[src/rtl/dff_pipe_chain.sv]
// Purpose : WIDTH-bit, DEPTH-stage register pipeline with per-stage valid bits and bubble collapse.
// Latency : DEPTH cycles from accept to q when never stalled (1 cycle for DEPTH=1).
// Backpress: stalls ripple upstream stage by stage; in_ready drops only when every stage holds data and out_ready=0.
//
// Ports:
//   clk        clock, all state changes on posedge
//   rst        synchronous active-high reset (highest priority)
//   flush      synchronous clear of every stage valid bit, blocks both handshakes this cycle
//   in_valid   producer offers d
//   in_ready   pipeline takes d this cycle (combinational from out_ready)
//   d          input data
//   out_valid  q holds valid data (registered)
//   out_ready  consumer takes q this cycle
//   q          last stage data register
//   count      number of occupied stages (registered)
//   full       count == DEPTH
//   empty      count == 0
module dff_pipe_chain #(
    parameter int               WIDTH   = 8,
    parameter int               DEPTH   = 4,
    parameter logic [WIDTH-1:0] RST_VAL = '0
) (
    input  logic                         clk,
    input  logic                         rst,
    input  logic                         flush,
    input  logic                         in_valid,
    output logic                         in_ready,
    input  logic [WIDTH-1:0]             d,
    output logic                         out_valid,
    input  logic                         out_ready,
    output logic [WIDTH-1:0]             q,
    output logic [$clog2(DEPTH+1)-1:0]   count,
    output logic                         full,
    output logic                         empty
);

    localparam int CW = $clog2(DEPTH + 1);
    localparam logic [CW-1:0] DEPTH_C = CW'(DEPTH);

    logic [DEPTH-1:0] valid;
    logic [WIDTH-1:0] data [DEPTH];
    logic [DEPTH-1:0] move;
    logic             accept;
    logic [CW-1:0]    count_r;

    // move[i]: the item in stage i leaves it at the next edge. Computed from the
    // output end backwards so a free slot anywhere downstream pulls everything
    // behind it forward (bubble collapse). Flush freezes all movement so the data
    // registers keep their contents while the valid bits are cleared.
    always_comb begin
        move = '0;
        if (!flush) begin
            move[DEPTH-1] = valid[DEPTH-1] && out_ready;
            for (int i = DEPTH - 2; i >= 0; i--) begin
                move[i] = valid[i] && (!valid[i+1] || move[i+1]);
            end
        end
    end

    assign in_ready  = !flush && (!valid[0] || move[0]);
    assign accept    = in_valid && in_ready;
    assign out_valid = valid[DEPTH-1] && !flush;
    assign q         = data[DEPTH-1];

    always_ff @(posedge clk) begin
        if (rst) begin
            valid   <= '0;
            count_r <= '0;
            for (int i = 0; i < DEPTH; i++) begin
                data[i] <= RST_VAL;
            end
        end else if (flush) begin
            valid   <= '0;
            count_r <= '0;
        end else begin
            valid[0] <= accept || (valid[0] && !move[0]);
            if (accept) begin
                data[0] <= d;
            end
            for (int i = 1; i < DEPTH; i++) begin
                valid[i] <= move[i-1] || (valid[i] && !move[i]);
                // Data registers load only when an item arrives; a stage that
                // empties keeps its old value, so q holds while out_valid=0.
                if (move[i-1]) begin
                    data[i] <= data[i-1];
                end
            end
            count_r <= count_r + CW'(accept) - CW'(move[DEPTH-1]);
        end
    end

    assign count = count_r;
    assign full  = (count_r == DEPTH_C);
    assign empty = (count_r == '0);

endmodule

[config.mk]
export PLATFORM = sky130hd
export DESIGN_NAME = dff_pipe_chain
export DESIGN_NICKNAME = d
export VERILOG_FILES = /design/src/rtl/dff_pipe_chain.sv
export SDC_FILE = /design/constraint.sdc
export NUM_CORES = 1
export LEC_CHECK = 0
export ABC_AREA = 0
export CAP_MARGIN = 20
export CORE_MARGIN = 2
export CORE_UTILIZATION = 54
export DETAILED_ROUTE_END_ITERATION = 12
export PLACE_DENSITY = 0.79
export SYNTH_ARGS = -nofsm -noshare
export SYNTH_HDL_FRONTEND = slang
export SYNTH_SLANG_ARGS = --single-unit
[constraint.sdc]
create_clock -name clk -period 3.2 [get_ports clk]
set_input_delay 0.64 -clock clk [delete_from_list [all_inputs] [get_ports clk]]
set_output_delay 0.64 -clock clk [all_outputs]
set_load 0.05 [all_outputs]
==> results of run 1 <==
placed cells by master (no fill, tap or decap), types with 3 or more instances in the layout:
cell type        synthesis  layout
buf_4                    8       9
dfxtp_1                  7       7
inv_1                   13      13
nand2b_1                 3       3
clkbuf_4                 0       5
clkdlybuf4s50_1          0      25
nor4b_1                 11      11
a2111oi_2                8       8
nor4b_2                  4       4
nor2_1                   3       3
nor3b_2                  8       8
edfxtp_1                32      32
cell families after synthesis:
logic type	Yosys count
and+or+nand+nor	42
adders and majority gates	3
xor gates and xnor gates	1
DFF	39
buffers and inverters	35
AOI/OAI and AO/OA	18
worst paths after layout:
path | startpoint | slack, ns | end | cells after the start
setup / recovery | out_ready | 0.55 | in_ready | 5
hold / removal | valid[1] | 0.59 | valid[2] | 1
setup reg to reg | valid[0] | 0.91 | count[2] | 8
hold reg to reg | valid[1] | 0.59 | valid[2] | 1
where the power goes:
part	internal [W]	switching, W	leakage (nW)
Sequential	0.000568	0.00000824	0.393
Combinational	0.0000424	0.0000550	0.337
Clock	0.000161	0.000164	0.0426
cell type report:
cell class / count / area [um^2] / area share [%]
clock buffer: 5 / 37.54 / 1.654
multi-input combinational: 64 / 659.4 / 29.05
timing repair buffer: 35 / 322.8 / 14.22
clock inverter: 3 / 38.79 / 1.709
inverter: 14 / 52.55 / 2.315
tap: 46 / 57.56 / 2.536
sequential: 39 / 1101 / 48.51
cell usage after synthesis, types with 2 or more instances:
cell type  instances  share of area [%]
inv_1             13                2.5
nor4b_1           11                4.9
o31ai_1            2               0.76
nor3b_2            8                5.1
nor2b_1            2               0.63
o21ba_2            2                1.0
edfxtp_1          32                 49
a2111oi_2          8                6.1
buf_2              5                1.3
nor2_1             3               0.57
buf_6              5                2.8
nor4b_2            4                3.0
nand2b_1           3               0.95
o21ai_0            2               0.51
ha_1               2                1.3
dfxtp_1            7                7.1
a21oi_1            2               0.51
or3b_2             2               0.89
buf_4              8                3.0
sequential cells by signal, summed over array words and instances (netlist names):
name	count
valid	4
count	3
data	32
critical path, cell delays in order:
cell	delay, ns
clkdlybuf4s50_1	0.46
and4b_1	0.30
buf_4	0.27
a21oi_1	0.11
buf_4	0.22
per-stage QoR:
step           worst slack (ns)  total power, W  instances  area (um^2)
6_report                 0.5468       0.0009989        206         2270
5_1_grt                  0.4465        0.001035        206         2270
4_1_cts                  0.5584        0.001003        205         2265
3_5_place_dp             0.2127       0.0006849        197         2188
3_3_place_gp             0.2953       0.0006803        197         2188
2_1_floorplan            0.2199       0.0006550        138         1977
routing by layer:
metal	vias to the layer above	GRT usage (%)	wire [um]
met2	32	31.64	1622
met4	0	5.851	54
met3	4	5.382	140
met1	542	18.22	1250
met5	-	0	0
li1	550	-	-
==> results.toml, run 1 <==
[clocking]
clockBufferDepth = 2
clk_pin_slew_ns = 0.11
post_cts_buffers = 0
cts.repair.resized = 0
ctsHoldBuffers = 0
insertion_delay_ns = 0.36
cts_buffers = 5
cts_tree = "yes"
cts_max_level = 2
cts_root_buf = "clkbuf_4"
numClockSinks = 39

[synthesis]
syn_inst = 138
syn-mean-instance-area_um2 = 14.33
synth_xor_area_share_pct = 1.139
syn-cell-area_um2 = 1977
synth-seq-area-share_pct = 55.70
synth_top_family_by_area = "simple AND/OR/NAND/NOR gates"
synth_edf_count = 32
synth-seq-cells = 39
muxShareOfSynthArea_pct = 0
synth-main-ff-cell = "edfxtp_1"
synthAdderAreaFrac_pct = 2.278
async_reset_ff_share_pct = 0
synth-simple-area-share_pct = 20.32
ys_types = 36
synth_compound_area_share_pct = 9.620
synth_nets = 154
yosys_warnings = 0

[timing]
tns_ns = 0
hold-worst-slack_ns = 0.5851
finalCriticalPeriod_ns = 2.653
finalSetupViolCount = 0
slew_headroom_pct = 36.90
rsz0062_at_grt = "false"
fmax_ghz = 0.3769
finalHoldViolations = 0
finalClockSkew_ns = 0.01329
drv_slew = 0
fin_crit_sh_pct = 82.91
worst_pin_slew_ns = 0.9446

[setup_path]
cp_max_fo = 19
path_class = "input port to primary output"
arrival_ns = 2.01
critPathRequiredTime_ns = 2.56
cp-end-kind = "primary output"
worst_setup_path_start_kind = "input port"

[floorplan]
start_util_pct = 57.88
design.core.area_um2 = 3416
fp.dieW_um = 64.51
ioPinCount = 28
fp.dieArea_um2 = 4161
row_count = 21
fp.dieH_um = 64.51

[detailed_routing]
postRouteAntennaNets = 0
vias = 1128
wl_per_cell_um = 14.89
drc = 0
dr.pass1.iters = 4
vias_per_cell = 5.476
drt_iter0_drc = 29
finalWirelength_um = 3067

[power]
vdd_drop_max_mv = 0.2550
cellPowerDensity_nw_per_um2 = 440.1
p_leak_nw = 0.7731

[global_route]
grt_start_max_net_pins = 21
grt_util_all_layers_pct = 17.07
grt_pass1_wl_um = 5375
grt_pass1_vias = 1166
antenna_found_initial = 0
grt.overflow.total = 0

[run]
drv_cap = 0

[finish]
fillers = 262
area_growth_pct = 14.81
final_util_pct = 66.45
drive_above_1_share_pct = 26.25
antenna_cells = 0
final_nets = 175

[worst_hold_path]
hp-class = "flip-flop to flip-flop"

[place]
gp_congestion = 0.7676
hpwl_um = 2182
portBuffers = 27

[status]
status = "completed"
Power figures use the tool's default switching activity.
==> run 2: changes to the inputs <==
--- a/config.mk
+++ b/config.mk
@@ -8,9 +8,9 @@
 export ABC_AREA = 0
 export CAP_MARGIN = 20
 export CORE_MARGIN = 2
-export CORE_UTILIZATION = 54
+export CORE_UTILIZATION = 49
 export DETAILED_ROUTE_END_ITERATION = 12
-export PLACE_DENSITY = 0.79
+export PLACE_DENSITY = 0.76
 export SYNTH_ARGS = -nofsm -noshare
 export SYNTH_HDL_FRONTEND = slang
 export SYNTH_SLANG_ARGS = --single-unit
==> constraint.sdc (replaced) <==
create_clock -name clk -period 2.1 [get_ports clk]
set_input_delay 0.42 -clock clk [delete_from_list [all_inputs] [get_ports clk]]
set_output_delay 0.42 -clock clk [all_outputs]
set_load 0.05 [all_outputs]
==> results.toml, run 2 (synthesis results as in run 1) <==
[finish]
antenna_cells = 0
area_growth_pct = 20.89
final_nets = 186
instances_no_fill = 221
mostFrequentLayoutCells = "32 x edfxtp_1, 22 x buf_4, 20 x clkdlybuf4s50_1"
final_util_pct = 60.62
largest_register_ffs = 32
final_common_cell = "edfxtp_1"
drive_above_1_share_pct = 33.92
fillers = 302
regMostFlops = "data"

[clocking]
cts_buffers = 5
insertion_delay_ns = 0.28
post_cts_buffers = 0
clk_pin_slew_ns = 0.07
clockBufferDepth = 2
cts_max_level = 2
cts_root_buf = "clkbuf_8"
numClockSinks = 39
cts_tree = "yes"
ctsHoldBuffers = 0

[floorplan]
row_count = 23
fp.dieW_um = 67.52
ioPinCount = 28
fp.dieH_um = 67.52
design.core.area_um2 = 3943
fp.dieArea_um2 = 4558
start_util_pct = 50.14

[global_route]
grt_start_max_net_pins = 20
grt_pass1_wl_um = 5119
grt.overflow.total = 0
grt_pass1_vias = 1134
grt_util_all_layers_pct = 15.91
antenna_found_initial = 0

[setup_path]
worst_setup_path_start_kind = "flip-flop"
path_class = "flip-flop to primary output"
critPathTopFamily = "buffers and inverters"
path_buf_inv = 1
crit_slowest_cell = "clkdlybuf4s50_1"
cp_max_fo = 5
worst_r2r_path_depth = 8
arrival_ns = 1.60
cp-end-kind = "primary output"
r2r_slack_ns = 0.17
crit_cells = 1
critPathMaxStageDelay_ns = 0.85
reg2reg_from = "valid[3]"
path_cells = "clkdlybuf4s50_1"
r2r-end = "count[1]"
critPathRequiredTime_ns = 1.68

[worst_hold_path]
holdCritStartpoint = "data[0][10]"
holdPathStages = 1
min_to = "data[0][18]"
hp-class = "flip-flop to flip-flop"

[power]
power_w = 0.001503
vdd_drop_max_mv = 0.3744
p_leak_nw = 0.8460
cellPowerDensity_nw_per_um2 = 628.9

[timing]
worst_pin_slew_ns = 0.4951
drv_slew = 0
finalSetupViolCount = 0
hold-worst-slack_ns = 0.5668
fmax_ghz = 0.4963
fin_crit_sh_pct = 95.95
finalClockSkew_ns = 0.003514
rsz0062_at_grt = "false"
finalCriticalPeriod_ns = 2.015
slew_headroom_pct = 66.99
finalHoldViolations = 0

[run]
drv_cap = 0

[status]
status = "completed"

[detailed_routing]
wl_per_cell_um = 13.52
finalWirelength_um = 2987
dr.pass1.iters = 4
drt_iter0_drc = 32
postRouteAntennaNets = 0
vias = 1169
drc = 0
vias_per_cell = 5.290

[place]
portBuffers = 27
hpwl_um = 2231
gp_congestion = 0.8093
dp_cells = 213
## run 2: cell count changes in the layout (fill, tap and decap cells not counted), sizes merged
cell and change:
buf +13, bufinv -1, clkbuf +2, clkdlybuf4s50 -5, clkinv -1, dlygate4sd2 +2
dlymetal6s2s +1
## run 2: worst max path at each step
stage              start  endpoint  slack (ns)
2_1_floorplan      flush  count[2]       -0.20
3_3_place_gp   out_ready  count[2]       -0.51
3_5_place_dp   out_ready  count[2]       -0.55
4_1_cts         in_valid  count[1]        0.06
5_1_grt         valid[3]  count[2]       0.002
6_report        count[1]  count[1]        0.08
## run 2: power breakdown
group,internal [W],switching [W]
clock network,0.000233,0.000239
registers,0.000867,0.00000818
logic,0.0000691,0.0000873
## run 2: layout make-up
cell class	instances	area (um^2)	share of cell area, %
Clock buffer	7	76.32	3.194
Clock inverter	1	5.005	0.2094
Inverter	14	52.55	2.199
Multi-Input combinational cell	64	676.9	28.32
Sequential cell	39	1101	46.07
Tap cell	50	62.56	2.618
Timing Repair Buffer	46	415.4	17.38
## run 2: worst reg2reg max path, delay by kind of cell (launching register included)
| kind | cells | cell delay [ns] |
|---|---|---|
| buffers and inverters | 2 | 0.11 |
| flip-flops | 1 | 0.40 |
| AO/OA/AOI/OAI | 1 | 0.13 |
| AND/OR/NAND/NOR | 2 | 0.31 |
| adder cells (fa/ha/maj) | 3 | 0.89 |
## run 2: timing repair
item / in CTS / in global routing
endpoints found under the setup margin: 3 / 1
pin swaps: 2 / 1
gates resized for setup: 4 / 1
## run 2: per-stage QoR
stage | setup WS [ns] | TNS (ns) | area [um^2]
floorplan | -0.2015 | -0.2050 | 1992
global placement | -0.5145 | -1.016 | 2303
detailed placement | -0.5521 | -1.198 | 2303
CTS | 0.06482 | 0 | 2387
global route | 0.001823 | 0 | 2390
finish | 0.08497 | 0 | 2390
## run 2: per-layer routing
metal	share of wire (%)	up-vias	global-route usage, %
met5	0	-	0
met3	4.0	7	5.500
met1	39	567	17.38
li1	-	567	-
met2	55	28	27.45
met4	2.4	0	7.653
==> run 3: changes to the inputs <==
--- a/config.mk
+++ b/config.mk
@@ -6,11 +6,13 @@
 export NUM_CORES = 1
 export LEC_CHECK = 0
 export ABC_AREA = 0
-export CAP_MARGIN = 20
+export CAP_MARGIN = 5
 export CORE_MARGIN = 2
 export CORE_UTILIZATION = 49
 export DETAILED_ROUTE_END_ITERATION = 12
+export HOLD_SLACK_MARGIN = 0.05
 export PLACE_DENSITY = 0.76
+export SLEW_MARGIN = 20
 export SYNTH_ARGS = -nofsm -noshare
 export SYNTH_HDL_FRONTEND = slang
 export SYNTH_SLANG_ARGS = --single-unit
==> results of run 3 <==
The final DEF is identical to that of run 2; final timing and power are the same.
